===== src/rtl/ysyx_23060124_ifu_axi.sv =====
// Multi-cycle instruction fetch: one AXI4-Lite read per instruction, result handed to the IDU
// via valid/ready, then held until the PCU retires it with the next PC.
module ysyx_23060124_ifu_axi #(
  parameter int                ADDR_W   = 32,
  parameter int                DATA_W   = 32,
  parameter logic [ADDR_W-1:0] RESET_PC = 32'h8000_0000
) (
  input  logic              clk,
  input  logic              i_rst_n,
  input  logic              i_pc_update,
  input  logic [ADDR_W-1:0] i_pc_next,
  output logic [ADDR_W-1:0] o_pc,
  output logic [DATA_W-1:0] o_ins,
  output logic              o_ins_valid,
  input  logic              i_ins_ready,
  output logic              o_ins_err,
  output logic [ADDR_W-1:0] o_araddr,
  output logic              o_arvalid,
  input  logic              i_arready,
  input  logic [DATA_W-1:0] i_rdata,
  input  logic [1:0]        i_rresp,
  input  logic              i_rvalid,
  output logic              o_rready,
  output logic [31:0]       o_fetch_cnt
);

  typedef enum logic [1:0] {
    S_AR   = 2'd0,
    S_R    = 2'd1,
    S_OUT  = 2'd2,
    S_WAIT = 2'd3
  } state_t;

  state_t              state_q, state_d;
  logic [ADDR_W-1:0]   pc_q, pc_d;
  logic [DATA_W-1:0]   ins_q, ins_d;
  logic                err_q, err_d;
  logic [31:0]         cnt_q, cnt_d;

  always_ff @(posedge clk) begin
    if (!i_rst_n) begin
      state_q <= S_AR;
      pc_q    <= RESET_PC;
      ins_q   <= '0;
      err_q   <= 1'b0;
      cnt_q   <= '0;
    end else begin
      state_q <= state_d;
      pc_q    <= pc_d;
      ins_q   <= ins_d;
      err_q   <= err_d;
      cnt_q   <= cnt_d;
    end
  end

  // A retirement pulse outside S_OUT+ready or S_WAIT is dropped on purpose.
  always_comb begin
    state_d = state_q;
    pc_d    = pc_q;
    ins_d   = ins_q;
    err_d   = err_q;
    cnt_d   = cnt_q;
    case (state_q)
      S_AR: begin
        if (i_arready) state_d = S_R;
      end
      S_R: begin
        if (i_rvalid) begin
          ins_d   = i_rdata;
          err_d   = (i_rresp != 2'b00);
          cnt_d   = cnt_q + 32'd1;
          state_d = S_OUT;
        end
      end
      S_OUT: begin
        if (i_ins_ready) begin
          if (i_pc_update) begin
            pc_d    = i_pc_next;
            state_d = S_AR;
          end else begin
            state_d = S_WAIT;
          end
        end
      end
      S_WAIT: begin
        if (i_pc_update) begin
          pc_d    = i_pc_next;
          state_d = S_AR;
        end
      end
      default: state_d = S_AR;
    endcase
  end

  // Handshake outputs are state decodes, only qualified by reset so nothing is offered while held.
  assign o_arvalid   = i_rst_n && (state_q == S_AR);
  assign o_rready    = i_rst_n && (state_q == S_R);
  assign o_ins_valid = i_rst_n && (state_q == S_OUT);
  assign o_araddr    = pc_q;
  assign o_pc        = pc_q;
  assign o_ins       = ins_q;
  assign o_ins_err   = err_q;
  assign o_fetch_cnt = cnt_q;

endmodule

===== config.mk =====
export PLATFORM = sky130hd
export DESIGN_NAME = ysyx_23060124_ifu_axi
export DESIGN_NICKNAME = d
export VERILOG_FILES = /design/src/rtl/ysyx_23060124_ifu_axi.sv
export SDC_FILE = /design/constraint.sdc
export NUM_CORES = 1
export LEC_CHECK = 0
export ABC_CLOCK_PERIOD_IN_PS = 3000
export CELL_PAD_IN_SITES_DETAIL_PLACEMENT = 0
export CELL_PAD_IN_SITES_GLOBAL_PLACEMENT = 1
export CORE_UTILIZATION = 30
export CTS_CLUSTER_DIAMETER = 120
export DETAILED_ROUTE_END_ITERATION = 16
export PLACE_DENSITY = 0.95
export SKIP_LAST_GASP = 1
export SYNTH_ARGS = -nofsm -noshare
export SYNTH_HDL_FRONTEND = slang
export SYNTH_SLANG_ARGS = --single-unit

===== constraint.sdc =====
create_clock -name clk -period 3 [get_ports clk]
set_input_delay 0.6 -clock clk [delete_from_list [all_inputs] [get_ports clk]]
set_output_delay 0.6 -clock clk [all_outputs]
set_load 0.02 [all_outputs]

==> reports/metrics.yaml, run 1 <==
p_leak_uw: 0.002149
pin_count: 204
grt-ovfl-total: 0
fill_cells: 1285
synth-edff-count: 0
grt_pass1_vias: 3792
clkTransAtPathRegs_ps: 60
drive_gt1_frac: 0.04309
ant_nets: 0
n_antenna_cell: 0
io_buffers: 203
status: "completed"
p_seq_frac: 0.467
slew_viol_final: 0
die_w_um: 119.9
netlist_area_um2: 4168
hold_buffers: 0
grt_use_total: 0.1620
cp_common_cell: "clkdlybuf4s50_1"
setup_tns_ps: 0
holdPathStages: 2
clock_power_share: 0.414
swShare: 0.2348
power_uw: 2936
worst_pin_slew_ps: 670.7
ctsResizeCount: 0
yosysUniqueCellTypes: 37
die-area_um2: 14370
clock_latency_ps: 340
final.min_clock_period_ps: 2703
routed_wl_mm: 11.83
setup_viol: 0
drt_iter0_drc: 175
yosysTopAreaCell: "dfxtp_1"
coreArea_um2: 13400
slowest_delay_ps: 630
synth_seq_area_share: 0.4755
drc: 0
fin_nets: 741
cpMaxStageDelayCell: "clkdlybuf4s50_1"
via_count: 4064
grt_pass1_wl_mm: 18.60
multi_input_area_um2: 1777
yosysWarnings: 0
hold_ws_ps: 454.6
drv_cap: 0
combPwrFrac: 0.119
worstPathMaxFanout: 5
path_cells: "clkdlybuf4s50_1 > inv_2 > nor3b_1 > clkdlybuf4s50_1"
max_clock_freq_ghz: 0.3700
relSlewSlack: 0.5528
hold_class: "flop to flop"
final_cell_mix: "clkdlybuf4s50_1 (203), nand2_1 (145), dfxtp_1 (99)"
rows: 42
required_ps: 2400
p_sw_uw: 689.6
numCtsBuffers: 9
via_per_inst: 4.787
crit_type: "input pin to output pin"
synth_area_per_cell_um2: 8.108
p_int_uw: 2247
ys_seq_elements: 99
cts_root_buf: "clkbuf_16"
h-tree-depth: 3
post-route-period-util: 0.9009
cts_tree: "done"
skew_ps: 5.190
synthTopCellsByArea: "dfxtp_1 (48%), nand2_1 (13%), a21oi_1 (8.8%)"
wl_per_cell_um: 13.94
synthArstFlopShare: 0
start_util: 0.3110
mostFrequentLayoutCell: "clkdlybuf4s50_1"
power_density_nw_per_um2: 459.0
place_congestion: 0.8237
clockBufferDepth: 2
crit_path_end_kind: "output pin"
area_delta_synth_final_pct: 53.50
grt_max_degree: 64
worstPathArrival_ps: 2100
cp-start-kind: "input pin"
reg2regPathDepth: 4
synthesis.nets: 587
post-dp-hpwl_mm: 8.588
postCtsSetupRepairBufs: 0
antenna_found_initial: 0
dieHeight_um: 119.9
final_hold_viol_count: 0
rsz0062_at_grt: "false"
firstDrtPassIters: 5
seq_area_um2: 1982
synthCells: 514
synthFlopType: "dfxtp_1"
synth_top_area_frac: 0.4755
clock_sinks: 99
ir_worst_vdd_mv: 0.2879
==> final timing paths <==
check	slack [ps]	start	endpoint
worst min register to register	450	o_ins[29]	o_ins[29]
worst min-delay path	450	o_ins[29]	o_ins[29]
worst max-delay path	300	i_rst_n	o_rready
worst max register to register	1010	state_q[0]	o_fetch_cnt[16]
==> worst max-delay path, delay by kind of cell <==
family | cells | cell delay, ps
buffers and inverters | 3 | 1290
and+or+nand+nor | 1 | 210
==> flip-flops by register name, indices dropped and copies added, names as in the netlist <==
| name | flops |
|---|---|
| state_q | 2 |
| o_araddr | 32 |
| o_ins | 32 |
| o_ins_err | 1 |
| o_fetch_cnt | 32 |
==> per-layer routing <==
metal  part of all wire  vias up  global-route usage
li1                   -     2024                   -
met1               0.42     1842              0.1914
met2               0.48      177              0.2738
met3              0.075       21             0.04230
met4              0.025        0             0.07422
met5                  0        -                   0
==> area by class of cell <==
cell class,count,share of cell area
Clock buffer,13,0.04225
Timing Repair Buffer,210,0.3258
Clock inverter,3,0.007041
Multi-Input combinational cell,343,0.2777
Inverter,5,0.002934
Sequential cell,99,0.3098
Tap cell,176,0.03442
==> logic make-up (layout without fill, tap and decap cells) <==
kind of cell,after synthesis,after routing,share of synthesized area
fa+ha+maj,1,1,0.003002
compound gates,99,99,0.1381
buf+inv,72,231,0.09907
mux,5,5,0.01201
xor+xnor,10,10,0.02102
flops,99,99,0.4755
simple gates,228,228,0.2513
==> power groups by stage <==
stage,logic (uW),registers [uW],clock network [uW]
CTS,354,1370,1250
global placement,349,1400,0
floorplan,128,1430,0
global route,378,1380,1320
finish,351,1370,1210
detailed placement,353,1400,0
==> synthesized netlist by cell type, drive strengths merged (2+ instances only) <==
cell    count
inv         5
nor3b       2
nand3      11
o31ai       4
o41ai       9
and3        3
a21oi      73
and2        3
buf        43
o311ai      9
o21ai       3
mux2i       5
nand2b     13
nor3        8
nand2     146
xor2        8
and4        5
dfxtp      99
clkbuf     24
nor2       15
nand4      11
or3         3
or4         4
xnor2       2
==> through the flow <==
stage	utilization	setup WS (ps)	cell area [um^2]	instances
after detailed placement	0.4539	274.7	6082	833
after global routing	0.4774	226.7	6397	849
after floorplan	-	1033	4168	514
final	0.4774	297.4	6397	849
after global placement	0.4539	282.4	6082	833
after CTS	0.4774	275.2	6397	849
Power figures use the tool's default switching activity.
==> inputs of run 2 (changes only) <==
PLACE_DENSITY = not set   (was 0.95)
PLACE_DENSITY_LB_ADDON = 0.1   (was not set)
==> run 2 against run 1 <==
Net effect: power decreased by 4.4%; largest cell class unchanged; worst hold slack got worse by 1.3 ps; fmax is 2.1% higher.
==> reports/metrics.yaml, run 2 (synthesized netlist as in run 1, its figures left out) <==
grt-ovfl-total: 0
grt_use_total: 0.1671
p_seq_frac: 0.489
pin_count: 204
grt_pass1_vias: 3622
clock_latency_ps: 350
grt_pass1_wl_mm: 18.83
worstPathArrival_ps: 2050
area_delta_synth_final_pct: 52.03
p_leak_uw: 0.002122
drv_cap: 0
clkTransAtPathRegs_ps: 70
hold_ws_ps: 453.2
rsz0062_at_grt: "false"
setup_tns_ps: 0
clock_sinks: 99
hold_buffers: 0
place_congestion: 0.6995
status: "completed"
slew_viol_final: 0
max_clock_freq_ghz: 0.3778
crit_type: "input pin to output pin"
drc: 0
routed_wl_mm: 12.13
combPwrFrac: 0.123
fin_area_um2: 6336
required_ps: 2400
ir_worst_vdd_mv: 0.2123
mostFrequentLayoutCell: "clkdlybuf4s50_1"
crit_path_end_kind: "output pin"
hold_class: "flop to flop"
dieHeight_um: 119.9
swShare: 0.2422
final_cell_mix: "clkdlybuf4s50_1 (203), nand2_1 (145), dfxtp_1 (99)"
post-dp-hpwl_mm: 8.326
firstDrtPassIters: 6
worstPathMaxFanout: 4
relSlewSlack: 0.4087
rrSetupSlack_ps: 1000
postCtsSetupRepairBufs: 0
io_buffers: 203
grt_max_degree: 84
h-tree-depth: 3
wl_per_cell_um: 14.36
power_uw: 2806
final.min_clock_period_ps: 2647
ant_nets: 0
cts_root_buf: "clkbuf_16"
coreArea_um2: 13400
fin_nets: 739
numCtsBuffers: 9
final_hold_viol_count: 0
cp-start-kind: "input pin"
via_per_inst: 4.783
rows: 42
die-area_um2: 14370
via_count: 4042
n_antenna_cell: 0
ctsResizeCount: 0
drive_gt1_frac: 0.03737
post-route-period-util: 0.8822
power_density_nw_per_um2: 442.9
place_area_um2: 6067
drt_iter0_drc: 203
p_int_uw: 2127
skew_ps: 7.195
antenna_found_initial: 0
worst_pin_slew_ps: 887.0
start_util: 0.3110
clock_power_share: 0.388
cts_tree: "done"
setup_viol: 0
p_sw_uw: 679.7
clockBufferDepth: 2
die_w_um: 119.9
-- run 2: changes by cell type in the layout (fill, tap and decap cells not counted) --
cell,previous run,this run
clkbuf_8,3,2
clkinv_2,0,1
buf_4,7,5
clkinvlp_4,2,1
bufinv_16,1,0
-- run 2: worst max-delay path: stages --
cell,delay [ps]
clkdlybuf4s50_1,500
inv_2,90
nor3b_1,220
clkdlybuf4s50_1,630
-- run 2: layer usage --
layer  vias to the layer above  share of wire  GRT usage
met3                        11          0.066    0.04468
li1                       2007              -          -
met5                         -              0          0
met1                      1869           0.44     0.2079
met4                         0          0.017    0.07188
met2                       155           0.48     0.2710
-- run 2: path summary, 6_finish.rpt --
check,from,end,depth (start not counted)
worst min register to register,o_ins[25],o_ins[25],2
worst max-delay path,i_rst_n,o_rready,4
worst min-delay path,o_ins[25],o_ins[25],2
worst max register to register,state_q[0],o_fetch_cnt[16],4
-- run 2: area by class of cell --
cell class,instances,area [um^2]
fillers,1346,7064
clock buffers,12,256.5
clock inverters,2,12.51
flip-flops and latches,99,1982
multi-input cells,343,1777
inverters,5,18.77
well taps,176,220.2
repair buffers,208,2069
-- run 2: through the flow --
step | cells | setup WS [ps] | util
after floorplan | 514 | 1033 | -
after global placement | 831 | 355.9 | 0.4528
after detailed placement | 831 | 336.5 | 0.4528
after CTS | 845 | 329.8 | 0.4728
after global routing | 845 | 284.3 | 0.4728
final | 845 | 353.3 | 0.4728
-- run 2: power groups by stage --
stage                     registers (uW)  logic [uW]  clock network, uW
after floorplan                     1430         128                  0
after global placement              1400         347                  0
after detailed placement            1400         348                  0
after CTS                           1370         350               1120
after global routing                1380         374               1180
final                               1370         345               1090
